===== src/rtl/mem_port_arbiter_if.sv =====
// rtl/mem_port_arbiter_if.sv - IF/MEM requester, memory-side and stall signals of the shared memory port
interface mem_port_arbiter_if #(
  parameter int ADDR_W = 32,
  parameter int DATA_W = 32
);
  localparam int BE_W = DATA_W / 8;

  // Instruction fetch requester
  logic              if_req;
  logic [ADDR_W-1:0] if_addr;
  logic              if_gnt;
  logic              if_rvalid;
  logic [DATA_W-1:0] if_rdata;

  // Load/store requester
  logic              dm_req;
  logic              dm_we;
  logic [BE_W-1:0]   dm_be;
  logic [ADDR_W-1:0] dm_addr;
  logic [DATA_W-1:0] dm_wdata;
  logic              dm_gnt;
  logic              dm_rvalid;
  logic [DATA_W-1:0] dm_rdata;

  // Unified memory port
  logic              mem_req;
  logic              mem_we;
  logic [BE_W-1:0]   mem_be;
  logic [ADDR_W-1:0] mem_addr;
  logic [DATA_W-1:0] mem_wdata;
  logic              mem_gnt;
  logic              mem_rvalid;
  logic [DATA_W-1:0] mem_rdata;

  // Pipeline control and status
  logic              stall_if;
  logic              stall_mem;
  logic              err;

  modport slave (
    input  if_req, if_addr,
    output if_gnt, if_rvalid, if_rdata,
    input  dm_req, dm_we, dm_be, dm_addr, dm_wdata,
    output dm_gnt, dm_rvalid, dm_rdata,
    output mem_req, mem_we, mem_be, mem_addr, mem_wdata,
    input  mem_gnt, mem_rvalid, mem_rdata,
    output stall_if, stall_mem, err
  );

  modport master (
    output if_req, if_addr,
    input  if_gnt, if_rvalid, if_rdata,
    output dm_req, dm_we, dm_be, dm_addr, dm_wdata,
    input  dm_gnt, dm_rvalid, dm_rdata,
    input  mem_req, mem_we, mem_be, mem_addr, mem_wdata,
    output mem_gnt, mem_rvalid, mem_rdata,
    input  stall_if, stall_mem, err
  );
endinterface


===== src/rtl/mem_port_arbiter.sv =====
// rtl/mem_port_arbiter.sv - single-outstanding arbiter sharing one memory port between fetch and load/store
module mem_port_arbiter #(
  parameter int ADDR_W     = 32,
  parameter int DATA_W     = 32,
  parameter int TIMEOUT    = 255,
  parameter int STARVE_MAX = 4
) (
  input  logic              clk,
  input  logic              rst_n,
  mem_port_arbiter_if.slave bus
);
  localparam int BE_W = DATA_W / 8;
  localparam int WC_W = $clog2(TIMEOUT + 1);
  localparam int SC_W = $clog2(STARVE_MAX + 1);
  localparam logic [WC_W-1:0] WC_LAST = WC_W'(TIMEOUT - 1);
  localparam logic [WC_W-1:0] WC_MAX  = WC_W'(TIMEOUT);
  localparam logic [SC_W-1:0] SC_MAX  = SC_W'(STARVE_MAX);

  typedef enum logic [1:0] {
    S_IDLE      = 2'd0,
    S_WAIT_GNT  = 2'd1,
    S_WAIT_RESP = 2'd2
  } state_t;

  state_t            r_state;
  state_t            w_state_nxt;
  logic              r_owner_dm;
  logic              r_we;
  logic [BE_W-1:0]   r_be;
  logic [ADDR_W-1:0] r_addr;
  logic [DATA_W-1:0] r_wdata;
  logic [WC_W-1:0]   r_wait;
  logic [SC_W-1:0]   r_starve;
  logic              r_err;

  logic w_pick_if;
  logic w_expired;
  logic w_start;
  logic w_gnt;
  logic w_resp;
  logic w_timeout;
  logic w_if_rvalid;
  logic w_dm_rvalid;

  // Load/store normally wins; a fetch starved STARVE_MAX times in a row gets one turn.
  assign w_pick_if = bus.if_req & (~bus.dm_req | (r_starve == SC_MAX));
  // The counter saturates, so a grant landing on the last allowed cycle still leaves
  // WAIT_RESP expired unless the response arrives in its first cycle.
  assign w_expired = (r_wait >= WC_LAST);

  // State register
  always_ff @(posedge clk or negedge rst_n) begin
    if (!rst_n) begin
      r_state <= S_IDLE;
    end else begin
      r_state <= w_state_nxt;
    end
  end

  // Next-state and handshake decode; a grant or response beats a coincident timeout
  always_comb begin
    w_state_nxt = r_state;
    w_start     = 1'b0;
    w_gnt       = 1'b0;
    w_resp      = 1'b0;
    w_timeout   = 1'b0;
    case (r_state)
      S_IDLE: begin
        if (bus.if_req | bus.dm_req) begin
          w_start     = 1'b1;
          w_state_nxt = S_WAIT_GNT;
        end
      end
      S_WAIT_GNT: begin
        if (bus.mem_gnt) begin
          w_gnt       = 1'b1;
          w_state_nxt = S_WAIT_RESP;
        end else if (w_expired) begin
          w_timeout   = 1'b1;
          w_state_nxt = S_IDLE;
        end
      end
      S_WAIT_RESP: begin
        if (bus.mem_rvalid) begin
          w_resp      = 1'b1;
          w_state_nxt = S_IDLE;
        end else if (w_expired) begin
          w_timeout   = 1'b1;
          w_state_nxt = S_IDLE;
        end
      end
      default: begin
        w_state_nxt = S_IDLE;
      end
    endcase
  end

  // Capture owner and request fields at arbitration; run the watchdog and starvation counters
  always_ff @(posedge clk or negedge rst_n) begin
    if (!rst_n) begin
      r_owner_dm <= 1'b0;
      r_we       <= 1'b0;
      r_be       <= '0;
      r_addr     <= '0;
      r_wdata    <= '0;
      r_wait     <= '0;
      r_starve   <= '0;
      r_err      <= 1'b0;
    end else begin
      if (w_start) begin
        r_owner_dm <= ~w_pick_if;
        r_wait     <= '0;
        if (w_pick_if) begin
          r_we     <= 1'b0;
          r_be     <= '1;
          r_addr   <= bus.if_addr;
          r_wdata  <= '0;
          r_starve <= '0;
        end else begin
          r_we    <= bus.dm_we;
          r_be    <= bus.dm_be;
          r_addr  <= bus.dm_addr;
          r_wdata <= bus.dm_wdata;
          if (bus.if_req && (r_starve != SC_MAX)) begin
            r_starve <= r_starve + 1'b1;
          end
        end
      end else if ((r_state != S_IDLE) && (r_wait != WC_MAX)) begin
        r_wait <= r_wait + 1'b1;
      end
      if (w_timeout) begin
        r_err <= 1'b1;
      end
    end
  end

  // A timeout completes the owner's transaction with zero data so it never hangs
  assign w_if_rvalid = (w_resp | w_timeout) & ~r_owner_dm;
  assign w_dm_rvalid = (w_resp | w_timeout) &  r_owner_dm;

  assign bus.mem_req   = (r_state == S_WAIT_GNT);
  assign bus.mem_we    = r_we;
  assign bus.mem_be    = r_be;
  assign bus.mem_addr  = r_addr;
  assign bus.mem_wdata = r_wdata;

  assign bus.if_gnt    = w_gnt & ~r_owner_dm;
  assign bus.dm_gnt    = w_gnt &  r_owner_dm;
  assign bus.if_rvalid = w_if_rvalid;
  assign bus.dm_rvalid = w_dm_rvalid;
  assign bus.if_rdata  = (w_resp & ~r_owner_dm) ? bus.mem_rdata : '0;
  assign bus.dm_rdata  = (w_resp &  r_owner_dm) ? bus.mem_rdata : '0;

  assign bus.stall_if  = bus.if_req & ~w_if_rvalid;
  assign bus.stall_mem = bus.dm_req & ~w_dm_rvalid;
  assign bus.err       = r_err;
endmodule

===== src/flat_wrapper.sv =====
// flat-port wrapper written by rule: the top's interface ports become plain ports
module mem_port_arbiter_flat 
#(
  parameter int ADDR_W     = 32,
  parameter int DATA_W     = 32,
  parameter int TIMEOUT    = 255,
  parameter int STARVE_MAX = 4
)
  (clk, rst_n, bus_if_req, bus_if_addr, bus_if_gnt, bus_if_rvalid, bus_if_rdata, bus_dm_req, bus_dm_we, bus_dm_be, bus_dm_addr, bus_dm_wdata, bus_dm_gnt, bus_dm_rvalid, bus_dm_rdata, bus_mem_req, bus_mem_we, bus_mem_be, bus_mem_addr, bus_mem_wdata, bus_mem_gnt, bus_mem_rvalid, bus_mem_rdata, bus_stall_if, bus_stall_mem, bus_err);
  mem_port_arbiter_if #(.ADDR_W(ADDR_W), .DATA_W(DATA_W)) bus_i ();
  input  logic clk;
  input  logic rst_n;
  input wire logic [$bits(bus_i.if_req)-1:0] bus_if_req;
  input wire logic [$bits(bus_i.if_addr)-1:0] bus_if_addr;
  output wire logic [$bits(bus_i.if_gnt)-1:0] bus_if_gnt;
  output wire logic [$bits(bus_i.if_rvalid)-1:0] bus_if_rvalid;
  output wire logic [$bits(bus_i.if_rdata)-1:0] bus_if_rdata;
  input wire logic [$bits(bus_i.dm_req)-1:0] bus_dm_req;
  input wire logic [$bits(bus_i.dm_we)-1:0] bus_dm_we;
  input wire logic [$bits(bus_i.dm_be)-1:0] bus_dm_be;
  input wire logic [$bits(bus_i.dm_addr)-1:0] bus_dm_addr;
  input wire logic [$bits(bus_i.dm_wdata)-1:0] bus_dm_wdata;
  output wire logic [$bits(bus_i.dm_gnt)-1:0] bus_dm_gnt;
  output wire logic [$bits(bus_i.dm_rvalid)-1:0] bus_dm_rvalid;
  output wire logic [$bits(bus_i.dm_rdata)-1:0] bus_dm_rdata;
  output wire logic [$bits(bus_i.mem_req)-1:0] bus_mem_req;
  output wire logic [$bits(bus_i.mem_we)-1:0] bus_mem_we;
  output wire logic [$bits(bus_i.mem_be)-1:0] bus_mem_be;
  output wire logic [$bits(bus_i.mem_addr)-1:0] bus_mem_addr;
  output wire logic [$bits(bus_i.mem_wdata)-1:0] bus_mem_wdata;
  input wire logic [$bits(bus_i.mem_gnt)-1:0] bus_mem_gnt;
  input wire logic [$bits(bus_i.mem_rvalid)-1:0] bus_mem_rvalid;
  input wire logic [$bits(bus_i.mem_rdata)-1:0] bus_mem_rdata;
  output wire logic [$bits(bus_i.stall_if)-1:0] bus_stall_if;
  output wire logic [$bits(bus_i.stall_mem)-1:0] bus_stall_mem;
  output wire logic [$bits(bus_i.err)-1:0] bus_err;
  assign bus_i.if_req = bus_if_req;
  assign bus_i.if_addr = bus_if_addr;
  assign bus_if_gnt = bus_i.if_gnt;
  assign bus_if_rvalid = bus_i.if_rvalid;
  assign bus_if_rdata = bus_i.if_rdata;
  assign bus_i.dm_req = bus_dm_req;
  assign bus_i.dm_we = bus_dm_we;
  assign bus_i.dm_be = bus_dm_be;
  assign bus_i.dm_addr = bus_dm_addr;
  assign bus_i.dm_wdata = bus_dm_wdata;
  assign bus_dm_gnt = bus_i.dm_gnt;
  assign bus_dm_rvalid = bus_i.dm_rvalid;
  assign bus_dm_rdata = bus_i.dm_rdata;
  assign bus_mem_req = bus_i.mem_req;
  assign bus_mem_we = bus_i.mem_we;
  assign bus_mem_be = bus_i.mem_be;
  assign bus_mem_addr = bus_i.mem_addr;
  assign bus_mem_wdata = bus_i.mem_wdata;
  assign bus_i.mem_gnt = bus_mem_gnt;
  assign bus_i.mem_rvalid = bus_mem_rvalid;
  assign bus_i.mem_rdata = bus_mem_rdata;
  assign bus_stall_if = bus_i.stall_if;
  assign bus_stall_mem = bus_i.stall_mem;
  assign bus_err = bus_i.err;
  mem_port_arbiter #(.ADDR_W(ADDR_W), .DATA_W(DATA_W), .TIMEOUT(TIMEOUT), .STARVE_MAX(STARVE_MAX)) u_core (.clk(clk), .rst_n(rst_n), .bus(bus_i));
endmodule

===== config.mk =====
export PLATFORM = sky130hd
export DESIGN_NAME = mem_port_arbiter_flat
export DESIGN_NICKNAME = d
export VERILOG_FILES = /design/src/rtl/mem_port_arbiter_if.sv /design/src/rtl/mem_port_arbiter.sv /design/src/flat_wrapper.sv
export SDC_FILE = /design/constraint.sdc
export NUM_CORES = 1
export LEC_CHECK = 0
export CORE_MARGIN = 2
export CORE_UTILIZATION = 38
export DETAILED_ROUTE_END_ITERATION = 16
export PLACE_DENSITY = 0.82
export SLEW_MARGIN = 20
export SYNTH_ARGS = -nofsm -noshare
export SYNTH_HDL_FRONTEND = slang
export SYNTH_SLANG_ARGS = --single-unit

===== constraint.sdc =====
create_clock -name clk -period 2 [get_ports clk]
set_input_delay 0.4 -clock clk [delete_from_list [all_inputs] [get_ports clk]]
set_output_delay 0.4 -clock clk [all_outputs]
set_load 0.1 [all_outputs]

==> flow_summary_export.csv <==
group,metric,value,unit
status,status,"finished, violations left",
status,violations,"negative setup slack",
timing,worst_slew_pin_slew,580.0,ps
timing,skew,12.10,ps
synthesis,ys_ff_latch,84,
synthesis,syn_inst,519,
timing,hold_slack,45.55,ps
global_routing,grt_pass1_vias,5243,
die,die_x,113.9,um
routing,postRouteWirelength,19280,um
synthesis,synth_top_area_frac,0.4578,
critical_path,worst_setup_path_start_kind,"flip-flop",
global_routing,grt_max_degree,67,
critical_path,worstSetupEndpointType,"output pin",
die,die_area,0.01298,mm^2
placed_design,gp_congestion,0.8198,
routing,num_vias,5177,
critical_path,ff2ff_setup_slack,250,ps
timing,slew_headroom,0.6133,
global_routing,grt_pass1_wl,27900,um
synthesis,synthSimpleGateAreaFrac,0.2869,
critical_path,setup.worst_path.class,"reg2out",
routing,post_drt_wl_per_cell,20.08,um
critical_path,cp_data_arrival_time,1850,ps
min_path,hp-class,"in2async",
power_and_ir_drop,total_power,15370,uW
die,coreArea,0.01191,mm^2
synthesis,synthTopCellsByCount,"138 x nand2_1, 84 x dfrtp_1, 64 x and2_1",
placed_design,dp_hpwl,13270,um
timing,finalCritPeriodShare,1.127,
cts,clockBufferDepth,2,
synthesis,synth_area_per_cell,8.848,um^2
final_layout,final_nets,955,
die,initial_core_util,0.3855,
placed_design,post-place-ws,-263.1,ps
cts,htreeDepth,3,
synthesis,synthesis.area,0.004592,mm^2
global_routing,grt_usage,0.2721,
synthesis,async_reset_ff_frac,1.000,
routing,first_pass_iters,5,
cts,cts_tree,"yes",
synthesis,synth_most_common_cell,"nand2_1",
synthesis,synthAdderAreaFrac,0.02180,
global_routing,overflow,0,
final_layout,final_util,0.7576,
synthesis,synth_top_family_by_area,"simple AND/OR/NAND/NOR gates",
timing,final_max_slew_viol_count,0,
final_layout,layout-drive-gt1-share,0.3887,
timing,hold_violations,0,
routing,drcViolationCount,0,
cts,clkTransAtPathRegs,70,ps
die,rows,40,
job,max-cap-violations,0,
final_layout,diodes,0,
synthesis,synthesis.nets,666,
cts,clkSinkCount,84,
cts,worstSkewPairLatency,330,ps
synthesis,synth.area.top_cells,"dfrtp_1 46%, nand2_1 11%, and2_1 8.7%",
synthesis,yosysUniqueCellTypes,43,
synthesis,synth_ff_type,"dfrtp_1",
critical_path,cp_max_fo,7,
synthesis,synth_edf_count,0,
power_and_ir_drop,p_per_area,1703,mW/mm^2
final_layout,area_delta_synth_final,96.51,%
routing,drt_iter0_drc,277,
cts,cts_hold_buffers,0,
die,die_h,113.9,um
synthesis,synth.mux.area_fraction,0.002180,
synthesis,synth-compound-area-share,0.1779,
critical_path,crit_path_start,"u_core.r_state[0]",
timing,finalCriticalPeriod,2254,ps
timing,rsz0062_at_grt,"yes",
critical_path,crit_end,"bus_if_rdata[23]",
global_routing,antenna_found_initial,0,
synthesis,synth_xor_area_frac,0,
critical_path,cp_data_required_time,1600,ps
synthesis,yosys.area.top_type,"dfrtp_1",
power_and_ir_drop,ir_drop,0.001871,V
critical_path,rr_endpoint,"u_core.r_wait[7]",
final_layout,fill_cells,763,
die,io_pins,280,
placed_design,io_buffers,279,
timing,setup_ws,-253.9,ps
cts,cts_root_buf,"clkbuf_16",
routing,ant_nets,0,
synthesis,ys_seq_area_frac,0.4578,
timing,max_freq,0.4437,GHz
power_and_ir_drop,p_leak,0.004018,uW
routing,vias_per_cell,5.393,
cts,cts_buffers,9,
timing,final-setup-viol-count,70,
critical_path,r2r_start,"u_core.r_state[1]",
critical_path,reg2reg_depth,5,
synthesis,ys.warnings.count,0,
==> layer usage <==
layer,vias to the layer above,global-route usage,wire length (um)
met4,0,0.08699,474
met1,2560,0.3327,7567
met5,-,0,0
met2,232,0.4762,10020
met3,31,0.06217,1213
li1,2354,-,-
==> final cells by class <==
class | count | area (um^2) | area share
clock inverter | 5 | 86.33 | 0.009567
inverter | 9 | 36.28 | 0.004021
tap | 147 | 183.9 | 0.02038
sequential | 84 | 2105 | 0.2332
multi-input combinational | 384 | 2576 | 0.2855
clock buffer | 11 | 232.7 | 0.02579
timing repair buffer | 320 | 3804 | 0.4215
==> what timing repair did <==
| action | in CTS | in global routing |
|---|---|---|
| cloned | 2 | 6 |
| gates resized for setup | 17 | 34 |
| endpoints found under the hold margin | 0 | 0 |
| buffers inserted | 9 | 3 |
| endpoints found under the setup margin | 68 | 78 |
| pin swaps | 5 | 15 |
==> cell usage in the layout (no fill, tap or decap), types with 15 or more instances in the layout <==
cell,count
buf_12,78
nand4_1,33
clkdlybuf4s50_1,135
dfrtp_1,82
nand2_1,136
and2_4,66
o21ai_0,25
buf_4,97
o211ai_2,26
o21ai_1,15
==> stage by stage <==
stage / std cells / instance area [um^2] / setup TNS [ps]
floorplan: 519 / 4825 / -2663
global placement: 927 / 8389 / -19640
detailed placement: 927 / 8389 / -22680
CTS: 954 / 8882 / -11350
global route: 960 / 9024 / -17780
finish: 960 / 9024 / -14740
==> worst min path at each step <==
stage / startpoint / end / slack [ps] / depth (start not counted)
after floorplan: rst_n / u_core.bus.err / 100 / 0
after global placement: rst_n / u_core.bus.err / 400 / 1
after detailed placement: rst_n / u_core.bus.err / 400 / 1
after CTS: rst_n / u_core.bus.err / 50 / 1
after global routing: rst_n / u_core.bus.err / 80 / 1
final: rst_n / u_core.bus.err / 50 / 1
==> worst max-delay path, cell delays in order (launching register included) <==
cell and delay (ps):
dfrtp_2 430, inv_4 90, ha_4 150, nand2_4 70
nor2_4 240, clkbuf_16 220, and2_4 150, buf_12 160
==> where the power goes <==
part / switching [uW] / leakage, uW / internal (uW)
Clock: 681 / 0.000154 / 1100
Sequential: 499 / 0.00105 / 2440
Combinational: 7900 / 0.00282 / 2750
==> registers in the layout, summed over array words and instances, names as in the netlist <==
| signal | flops |
|---|---|
| u_core.bus.mem_be | 4 |
| u_core.bus.mem_addr | 32 |
| u_core.bus.mem_we | 1 |
| u_core.bus.mem_wdata | 32 |
| u_core.r_owner_dm | 1 |
| u_core.r_starve | 3 |
| u_core.r_wait | 8 |
| u_core.bus.err | 1 |
| u_core.r_state | 2 |
==> logic make-up (layout without fill, tap and decap cells) <==
logic type	Yosys count	after routing
AO/OA/AOI/OAI	106	106
flip-flops	84	84
buffers and inverters	52	345
multiplexers	1	1
AND/OR/NAND/NOR	268	269
adder cells (fa/ha/maj)	8	8
No activity file was read; power rests on OpenSTA's default activity.
